File: src/rtl/avalon_pkt_stats_pkg.sv
// Shared types and width helpers for the Avalon-ST packet statistics block.
package avalon_pkt_stats_pkg;

   localparam int PKT_DWIDTH  = 4;
   localparam int PKT_MAX_LEN = 5;

   typedef enum logic [1:0] {
      IDLE  = 2'd0,
      ACCUM = 2'd1,
      HOLD  = 2'd2
   } state_t;

   function automatic int len_w(input int max_len);
      return $clog2(max_len + 32'd1);
   endfunction

   function automatic int sum_w(input int dw, input int max_len);
      return dw + len_w(max_len);
   endfunction

   localparam int PKT_LEN_W = len_w(PKT_MAX_LEN);
   localparam int PKT_SUM_W = sum_w(PKT_DWIDTH, PKT_MAX_LEN);

   // Record widths follow the package defaults, which the top-level parameters default to.
   typedef struct packed {
      logic [PKT_DWIDTH-1:0] min;
      logic [PKT_DWIDTH-1:0] max;
      logic [PKT_SUM_W-1:0]  sum;
      logic [PKT_LEN_W-1:0]  len;
      logic                  sorted;
      logic                  trunc;
   } stats_t;

endpackage

File: src/rtl/avalon_pkt_stats_update.sv
// Combinational next-accumulator: folds one data word into the running packet statistics.
module pkt_stats_update
   import avalon_pkt_stats_pkg::*;
#(
   parameter int DWIDTH      = PKT_DWIDTH,
   parameter int MAX_PKT_LEN = PKT_MAX_LEN
) (
   input  stats_t            cur_stats,
   input  logic [DWIDTH-1:0] prev,
   input  logic [DWIDTH-1:0] data,
   input  logic              first_beat,
   output stats_t            nxt_stats,
   output logic [DWIDTH-1:0] nxt_prev
);

   localparam int LEN_W = len_w(MAX_PKT_LEN);
   localparam int SUM_W = sum_w(DWIDTH, MAX_PKT_LEN);

   // Start a fresh record, fold a counted beat, or freeze and flag truncation
   always_comb begin
      nxt_stats = cur_stats;
      nxt_prev  = prev;
      if (first_beat) begin
         nxt_stats.min    = data;
         nxt_stats.max    = data;
         nxt_stats.sum    = SUM_W'(data);
         nxt_stats.len    = LEN_W'(1'b1);
         nxt_stats.sorted = 1'b1;
         nxt_stats.trunc  = 1'b0;
         nxt_prev         = data;
      end else if (cur_stats.len < LEN_W'(MAX_PKT_LEN)) begin
         nxt_stats.min    = (data < cur_stats.min) ? data : cur_stats.min;
         nxt_stats.max    = (data > cur_stats.max) ? data : cur_stats.max;
         nxt_stats.sum    = cur_stats.sum + SUM_W'(data);
         nxt_stats.len    = cur_stats.len + LEN_W'(1'b1);
         nxt_stats.sorted = cur_stats.sorted & (data >= prev);
         nxt_prev         = data;
      end else begin
         nxt_stats.trunc  = 1'b1;
      end
   end

endmodule

File: src/rtl/avalon_pkt_stats.sv
// Reduces one Avalon-ST packet at a time to a statistics record on a valid/ready port.
// Define STATS_ERR_CNT_EN to add err_cnt_o, a saturating protocol error counter.
module avalon_pkt_stats
   import avalon_pkt_stats_pkg::*;
#(
   parameter int  DWIDTH      = PKT_DWIDTH,
   parameter int  MAX_PKT_LEN = PKT_MAX_LEN,
   localparam int LEN_W       = len_w(MAX_PKT_LEN),
   localparam int SUM_W       = sum_w(DWIDTH, MAX_PKT_LEN)
) (
   input  logic              clk_i,
   input  logic              srst_n_i,
   input  logic [DWIDTH-1:0] snk_data_i,
   input  logic              snk_valid_i,
   input  logic              snk_startofpacket_i,
   input  logic              snk_endofpacket_i,
   output logic              snk_ready_o,
   output logic [DWIDTH-1:0] stat_min_o,
   output logic [DWIDTH-1:0] stat_max_o,
   output logic [SUM_W-1:0]  stat_sum_o,
   output logic [LEN_W-1:0]  stat_len_o,
   output logic              stat_sorted_o,
   output logic              stat_trunc_o,
   output logic              stat_valid_o,
   input  logic              stat_ready_i
`ifdef STATS_ERR_CNT_EN
   ,
   output logic [15:0]       err_cnt_o
`endif
);

   state_t            state_r;
   stats_t            acc_r;
   stats_t            stat_r;
   stats_t            upd_stats_s;
   logic [DWIDTH-1:0] prev_r;
   logic [DWIDTH-1:0] upd_prev_s;
   logic              snk_ready_r;
   logic              stat_valid_r;
   logic              accept_s;

   assign accept_s = snk_valid_i & snk_ready_r;

   pkt_stats_update #(
      .DWIDTH      (DWIDTH),
      .MAX_PKT_LEN (MAX_PKT_LEN)
   ) u_update (
      .cur_stats  (acc_r),
      .prev       (prev_r),
      .data       (snk_data_i),
      .first_beat (snk_startofpacket_i),
      .nxt_stats  (upd_stats_s),
      .nxt_prev   (upd_prev_s)
   );

   // Packet FSM with accumulators and the registered ready/result outputs
   always_ff @(posedge clk_i) begin
      if (!srst_n_i) begin
         state_r      <= IDLE;
         acc_r        <= '0;
         prev_r       <= '0;
         stat_r       <= '0;
         stat_valid_r <= 1'b0;
         snk_ready_r  <= 1'b0;
      end else begin
         case (state_r)
            IDLE, ACCUM: begin
               snk_ready_r <= 1'b1;
               // An SOP beat always (re)starts a packet; a non-SOP beat in IDLE is an orphan and dropped
               if (accept_s && (snk_startofpacket_i || (state_r == ACCUM))) begin
                  acc_r  <= upd_stats_s;
                  prev_r <= upd_prev_s;
                  if (snk_endofpacket_i) begin
                     state_r      <= HOLD;
                     stat_r       <= upd_stats_s;
                     stat_valid_r <= 1'b1;
                     snk_ready_r  <= 1'b0;
                  end else begin
                     state_r <= ACCUM;
                  end
               end
            end
            HOLD: begin
               if (stat_ready_i) begin
                  state_r      <= IDLE;
                  stat_valid_r <= 1'b0;
                  snk_ready_r  <= 1'b1;
               end
            end
            default: begin
               state_r      <= IDLE;
               stat_valid_r <= 1'b0;
               snk_ready_r  <= 1'b1;
            end
         endcase
      end
   end

   assign snk_ready_o   = snk_ready_r;
   assign stat_valid_o  = stat_valid_r;
   assign stat_min_o    = stat_r.min;
   assign stat_max_o    = stat_r.max;
   assign stat_sum_o    = stat_r.sum;
   assign stat_len_o    = stat_r.len;
   assign stat_sorted_o = stat_r.sorted;
   assign stat_trunc_o  = stat_r.trunc;

`ifdef STATS_ERR_CNT_EN
   logic        err_evt_s;
   logic [15:0] err_cnt_r;

   // One error event per cycle: orphan beat, restart on SOP, or loading a truncated result
   always_comb begin
      err_evt_s = 1'b0;
      if (accept_s) begin
         case (state_r)
            IDLE:    err_evt_s = ~snk_startofpacket_i;
            ACCUM:   err_evt_s = snk_startofpacket_i | (snk_endofpacket_i & upd_stats_s.trunc);
            default: err_evt_s = 1'b0;
         endcase
      end else begin
         err_evt_s = 1'b0;
      end
   end

   // Saturating error counter
   always_ff @(posedge clk_i) begin
      if (!srst_n_i) begin
         err_cnt_r <= 16'd0;
      end else if (err_evt_s && (err_cnt_r != 16'hFFFF)) begin
         err_cnt_r <= err_cnt_r + 16'd1;
      end
   end

   assign err_cnt_o = err_cnt_r;
`endif

endmodule

File: config.mk
export PLATFORM = sky130hd
export DESIGN_NAME = avalon_pkt_stats
export DESIGN_NICKNAME = d
export VERILOG_FILES = /design/src/rtl/avalon_pkt_stats_pkg.sv /design/src/rtl/avalon_pkt_stats_update.sv /design/src/rtl/avalon_pkt_stats.sv
export SDC_FILE = /design/constraint.sdc
export NUM_CORES = 1
export LEC_CHECK = 0
export CAP_MARGIN = 20
export CORE_UTILIZATION = 47
export CTS_BUF_LIST = sky130_fd_sc_hd__clkbuf_8
export DETAILED_ROUTE_END_ITERATION = 12
export PLACE_DENSITY = 0.72
export SETUP_SLACK_MARGIN = 0.1
export SKIP_CTS_REPAIR_TIMING = 1
export SLEW_MARGIN = 20
export SYNTH_ARGS = -nofsm -noshare
export SYNTH_HDL_FRONTEND = slang
export SYNTH_SLANG_ARGS = --single-unit
File: constraint.sdc
create_clock -name clk_i -period 5.3 [get_ports clk_i]
set_input_delay 1.325 -clock clk_i [delete_from_list [all_inputs] [get_ports clk_i]]
set_output_delay 1.325 -clock clk_i [all_outputs]
set_load 0.05 [all_outputs]
==> metrics.md, run 1 <==
| Metric | Value |
|---|---|
| Initial DRT Pass Iterations | 4 |
| Worst relative slew slack | 32.2% |
| Largest delay contributor family on the critical path | simple AND/OR/NAND/NOR gates |
| Vias in the first global route | 1863 |
| Via/cell ratio | roughly 5.4 |
| Post-synth top area cell | dfxtp_1 |
| Synth Cell Area | around 2500 um^2 |
| DIE AREA | ~5700 um^2 |
| Outcome | finished, final reports clean |
| Detailed Place HPWL | 3.58 mm |
| Routed Wire Length | a little over 5 mm |
| Max-Cap Viols | 0 |
| IO Count | 32 |
| Leakage power | approximately 1.1 nW |
| Syn Area/Cell | between 8 and 9 um^2 |
| Clock Path Buffers | 2 |
| Startpoint types | input pin |
| Worst-Skew Late Latency | about 300 ps |
| CP Data Required Time | around 5500 ps |
| Die Span Y | 75.5 um |
| EDFF count, synth | 0 |
| H-Tree Depth | 2 |
| Final Cycle Share | 61.6% |
| Area fraction of the dominant cell type after synthesis | 37.8% |
| Tmin final | about 3300 ps |
| YS warnings | 0 |
| Slowest stage delay, CP | roughly 840 ps |
| Iter 0 DRT Violations | 83 |
| Final #Nets | between 300 and 400 |
| # setup viols final | 0 |
| Syn Nets | between 300 and 400 |
| CP Max Fanout | 32 |
| Total grt overflow | 0 |
| Antenna Cells | 0 |
| CTS root buffer | clkbuf_8 |
| Worst-path cell chain | clkdlybuf4s50_1, buf_4, o211a_1, and3_1, nand4_1, o221ai_1 |
| Share of layout cells above drive strength 1 | under 10% |
| F_max | approximately 310 MHz |
| Gate Count Post-Synth | around 300 |
| # DRC | 0 |
| Ys flop type | dfxtp_1 |
| Initial Utilization | slightly below 50% |
| Share of async-settable or async-resettable flops after synthesis | 0% |
| Unrepaired setup endpoints after global routing | no |
| Final slew viol count | 0 |
| DP Area | approximately 2900 um^2 |
| Clock Sinks | 48 |
| Post-layout util | 57.4% |
| Psw | about 0.0002 W |
| Sequential share of power | a little over half |
| PortBufs | 31 |
| Pwr/cell area | between 200 and 250 nW/um^2 |
| First-pass GRT wire length | between 8 and 9 mm |
| Synth top cells by count | 48 x dfxtp_1, 47 x nand2_1, 33 x a21oi_1 |
| CTS tree | built |
| Setup TNS | 0 ps |
| Drt wl/cell | around 13 um |
| Pin count of the biggest net entering global routing | 34 |
| Inst Count DP | ~390 |
| Seq/Total Area, Yosys | a little under two fifths |
| Bufs and invs on worst path | 2 |
| Critical path class | input pin to flip-flop |
| GPL Wtd Cong | 0.806 |
| Core region area | around 5100 um^2 |
| DRT antenna net count | 0 |
| Most frequent cell after synthesis | dfxtp_1 |
| Cells taking the most area after synthesis | dfxtp_1 38%, ha_1 7.9%, mux2i_1 7.9%, nand2_1 6.9%, a21oi_1 6.5% |
| HP Class | flip-flop to flip-flop |
| FP Rows | 26 |
| Comb pwr share | approximately 17% |
| Final Hold Fails | 0 |
| Worst path slowest cell | and3_1 |
| Int Pwr | 0.000506 W |
| Area growth syn-to-layout | 16.3% |
| Switching portion of total power | ~28% |
| Finished Layout Cells | just under 400 |
| Slew @ Worst Pin | slightly above 1000 ps |
| Tot Pwr | between 0.0007 and 0.0008 W |
| Worst setup EP type | flip-flop |
| #FFs+latches synth | 48 |
| Via count | 2139 |
| CTS Buf Count | 5 |
| Clock power share | between 20 and 30% |
| Cell variety after synth | 44 |
| VDD IR-drop max | between 0.1 and 0.15 mV |
| Fin Clk Skew | between 10 and 15 ps |
| GRT Total Usage | between 20% and 30% |
| Initial antenna violation count | 0 |
| Critical Path AT | approximately 3500 ps |
| Finished Cell Area | around 3000 um^2 |
| Clk slew on worst S/H paths | around 90 ps |
| Die X | roughly 76 um |
## stage by stage
stage	hold slack, ps	setup slack, ps
floorplan	423	2650
global route	476	1810
global placement	437	1800
CTS	459	2050
finish	459	2030
detailed placement	448	1730
## per-layer routing
layer,wire length (um),track usage [%]
met1,2530,28.2
met2,2420,32.1
met3,191,4.37
met4,56,5.35
met5,0,0
## cell families (layout without fill, tap and decap cells)
logic type | Yosys count | after routing | synth area share, %
compound gates | 84 | 84 | 21.9
xor+xnor | 1 | 1 | 0.345
fa+ha+maj | 17 | 17 | 8.67
buf+inv | 37 | 59 | 6.01
flops | 48 | 48 | 37.8
mux | 21 | 21 | 8.33
simple gates | 95 | 95 | 16.9
## cell usage in the layout (no fill, tap or decap), types with 4 or more instances in the layout
cell type / n
dfxtp_1: 48
nand2_1: 47
a21oi_1: 33
clkdlybuf4s50_1: 31
mux2i_1: 20
nor2_1: 19
inv_1: 18
o21ai_0: 18
ha_1: 16
a211oi_1: 8
nand3_1: 7
nand4_1: 5
clkbuf_8: 5
nor2b_1: 4
o211ai_1: 4
a31oi_1: 4
## state kept, by name (all words and copies together) (netlist names)
signal	flops
stat_min_o	4
state_r	2
stat_len_o	3
stat_sum_o	7
snk_ready_o	1
stat_max_o	4
stat_trunc_o	1
prev_r	4
acc_r	20
stat_valid_o	1
stat_sorted_o	1
## power by group through the flow
stage / clock [W] / sequential, W / combinational [W]
after floorplan: 0 / 0.000403 / 0.0000704
after global placement: 0 / 0.000387 / 0.000119
after detailed placement: 0 / 0.000388 / 0.000121
after CTS: 0.000212 / 0.000379 / 0.000121
after global routing: 0.000226 / 0.000381 / 0.000135
final: 0.000203 / 0.000379 / 0.000121
## worst register-to-register path: stages, from the launching register on
cell	delay (ps)
dfxtp_1	400
o211a_1	210
and3_1	840
nand4_1	180
o221ai_1	200
## final cells by class
| type | instances | area, um^2 |
|---|---|---|
| Sequential cell | 48 | 961 |
| Inverter | 18 | 67.6 |
| Fill cell | 499 | 2190 |
| Timing Repair Buffer | 34 | 333 |
| Clock inverter | 2 | 8.76 |
| Tap cell | 70 | 87.6 |
| Multi-Input combinational cell | 218 | 1430 |
| Clock buffer | 5 | 68.8 |
## path summary, 6_finish.rpt
kind | start | end | slack, ps | depth (start not counted)
setup / recovery | snk_startofpacket_i | stat_sum_o[4] | 2030 | 6
hold / removal | state_r[1] | state_r[0] | 460 | 1
setup reg to reg | snk_ready_o | stat_sum_o[4] | 3370 | 4
hold reg to reg | state_r[1] | state_r[0] | 460 | 1
No activity file was read; power rests on OpenSTA's default activity.
==> run 2: changes to the inputs <==
clock period = 3.3 ns   (was 5.3 ns; I/O delays follow)
==> run 2 against run 1 <==
Compared with the run above:
- sequential power up 61%
- cell area grew 3.2%
- sequential cell count stayed put
- register-to-register slack lost 2000 ps
- clock skew shrank 1.6 ps
==> metrics.md, run 2 (synthesis gave the netlist of run 1 again) <==
| Metric | Value |
|---|---|
| Outcome | finished, final reports clean (unchanged) |
| Detailed Place HPWL | 3.78 mm (was 3.58 mm) |
| Via count | 2188 (was 2139) |
| Initial antenna violation count | 0 (unchanged) |
| Total grt overflow | 0 (unchanged) |
| Slew @ Worst Pin | 557 ps (was 1020 ps) |
| Core region area | 5140 um^2 (unchanged) |
| Initial DRT Pass Iterations | 4 (unchanged) |
| CP Data Required Time | 3510 ps (was 5510 ps) |
| Pwr/cell area | 419 nW/um^2 (was 238 nW/um^2) |
| WHS Path Cells | 1 (unchanged) |
| Die X | 75.5 um (unchanged) |
| Largest register FFs | 20 (unchanged) |
| Min-Delay Endpoint | state_r[0] (unchanged) |
| Clock Sinks | 48 (unchanged) |
| Hold Path Origin | state_r[1] (unchanged) |
| Antenna Cells | 0 (unchanged) |
| Largest delay contributor family on the critical path | buffers and inverters (was simple AND/OR/NAND/NOR gates) |
| Final slew viol count | 0 (unchanged) |
| Share of layout cells above drive strength 1 | 8.43% (was 6.15%) |
| F_max | 359 MHz |
| HP Class | flip-flop to flip-flop (unchanged) |
| CP Max Fanout | 11 (was 32) |
| Final worst slack | 515 ps (was 2030 ps) |
| IO Count | 32 (unchanged) |
| FP Rows | 26 (unchanged) |
| Largest Register | acc_r (unchanged) |
| DP Area | 2920 um^2 (was 2880 um^2) |
| Bufs and invs on worst path | 2 (unchanged) |
| Worst-path cell chain | clkdlybuf4s50_1, inv_1, fa_1, nor2b_1, o21ai_0, a21oi_1, a2bb2oi_1, o31ai_1 (was clkdlybuf4s50_1, buf_4, o211a_1, and3_1, nand4_1, o221ai_1) |
| DIE AREA | 5700 um^2 (unchanged) |
| VDD IR-drop max | 0.342 mV (was 0.128 mV) |
| Leakage power | 1.15 nW (was 1.10 nW) |
| Finished Cell Area | 3050 um^2 (was 2950 um^2) |
| GPL Wtd Cong | 0.778 (was 0.806) |
| R2R depth | 8 (was 4) |
| Worst setup EP type | flip-flop (unchanged) |
| Clk slew on worst S/H paths | 90 ps (about the same) |
| Comb pwr share | 15.7% (was 17.1%) |
| Pin count of the biggest net entering global routing | 33 (was 34) |
| Sequential share of power | 47.7% (was 53.9%) |
| Die Span Y | 75.5 um (unchanged) |
| Via/cell ratio | 5.44 (was 5.42) |
| Fin Clk Skew | 8.53 ps (was 10.1 ps) |
| Routed Wire Length | 5.56 mm (was 5.19 mm) |
| Switching portion of total power | 26.1% (was 28.0%) |
| Setup TNS | 0 ps (unchanged) |
| Pre-CTS setup slack | 245 ps (was 1730 ps) |
| First-pass GRT wire length | 9.35 mm (was 8.71 mm) |
| Int Pwr | 0.000943 W (was 0.000506 W) |
| Critical path class | input pin to flip-flop (unchanged) |
| Startpoint types | input pin (unchanged) |
| # DRC | 0 (unchanged) |
| Initial Utilization | 49.4% (unchanged) |
| H-Tree Depth | 2 (unchanged) |
| CTS root buffer | clkbuf_8 (unchanged) |
| Clock power share | 36.6% (was 28.9%) |
| # setup viols final | 0 (unchanged) |
| Worst r2r dst | acc_r[9] (was stat_sum_o[4]) |
| Drt wl/cell | 13.8 um (was 13.1 um) |
| Slowest stage delay, CP | 720 ps (was 840 ps) |
| R2R setup slack | 1350 ps (was 3370 ps) |
| Max-Cap Viols | 0 (unchanged) |
| Most frequent cells in the layout | 48 x dfxtp_1, 47 x nand2_1, 33 x a21oi_1 (unchanged) |
| Worst path slowest cell | clkdlybuf4s50_1 (was and3_1) |
| Worst R2R Start | acc_r[5] (was snk_ready_o) |
| CTS Buf Count | 5 (unchanged) |
| Clock Path Buffers | 2 (unchanged) |
| Iter 0 DRT Violations | 153 (was 83) |
| Critical Path AT | 2990 ps (was 3480 ps) |
| PortBufs | 31 (unchanged) |
| Worst relative slew slack | 62.9% (was 32.2%) |
| Psw | 0.000334 W (was 0.000197 W) |
| Unrepaired setup endpoints after global routing | no (unchanged) |
| Vias in the first global route | 1983 (was 1863) |
| Tot Pwr | 0.00128 W (was 0.000703 W) |
| Filler instances | 510 (was 499) |
| GRT Total Usage | 21.5% (was 20.3%) |
| DRT antenna net count | 0 (unchanged) |
| CTS tree | built (unchanged) |
| Area growth syn-to-layout | 20.0% (was 16.3%) |
| Tmin final | 2790 ps |
| Final Hold Fails | 0 (unchanged) |
| Worst-Skew Late Latency | 310 ps (was 300 ps) |
| Most common cell after layout, fill and taps aside | dfxtp_1 (unchanged) |
| Final Cycle Share | a little over four fifths |
| Final #Nets | 358 (was 352) |
## run 2: cell types whose count changed in the layout (fill, tap and decap cells not counted)
cell,before,now
buf_4,3,9
clkbuf_8,5,7
bufinv_16,0,1
clkinv_2,1,0
inv_1,18,17
## run 2: power groups by stage
stage	Combinational [W]	Sequential [W]	Clock, W
CTS	0.000201	0.000609	0.000476
floorplan	0.000113	0.000647	0
finish	0.000200	0.000609	0.000467
global route	0.000221	0.000612	0.000505
detailed placement	0.000199	0.000623	0
global placement	0.000197	0.000622	0
## run 2: worst max path at each step
stage,from,end,cells after the start
6_report,snk_data_i[1],acc_r[9],8
5_1_grt,snk_data_i[1],acc_r[9],8
4_1_cts,snk_data_i[1],acc_r[9],8
3_5_place_dp,snk_data_i[1],acc_r[10],7
3_3_place_gp,snk_data_i[1],acc_r[10],7
2_1_floorplan,snk_data_i[1],acc_r[10],6
## run 2: per-layer routing
metal | global-route usage (%) | wire length [um] | share of wire (%)
met1 | 28.7 | 2700 | 49
met2 | 35.4 | 2630 | 47
met3 | 3.97 | 162 | 2.9
met4 | 6.79 | 70 | 1.3
met5 | 0 | 0 | 0
## run 2: area by class of cell
cell class                 count  area [um^2]  area share (%)
clock buffer                   7         96.3            3.16
clock inverter                 1         30.0           0.986
inverter                      18         67.6            2.22
multi-input combinational    218         1430            46.8
sequential                    48          961            31.5
tap                           70         87.6            2.87
timing repair buffer          40          378            12.4
## run 2: metrics by stage
step	utilization, %	std cells	hold WS (ps)
floorplan	-	303	423
global placement	56.8	394	436
detailed placement	56.8	394	439
CTS	59.3	402	450
global route	59.3	402	472
finish	59.3	402	450
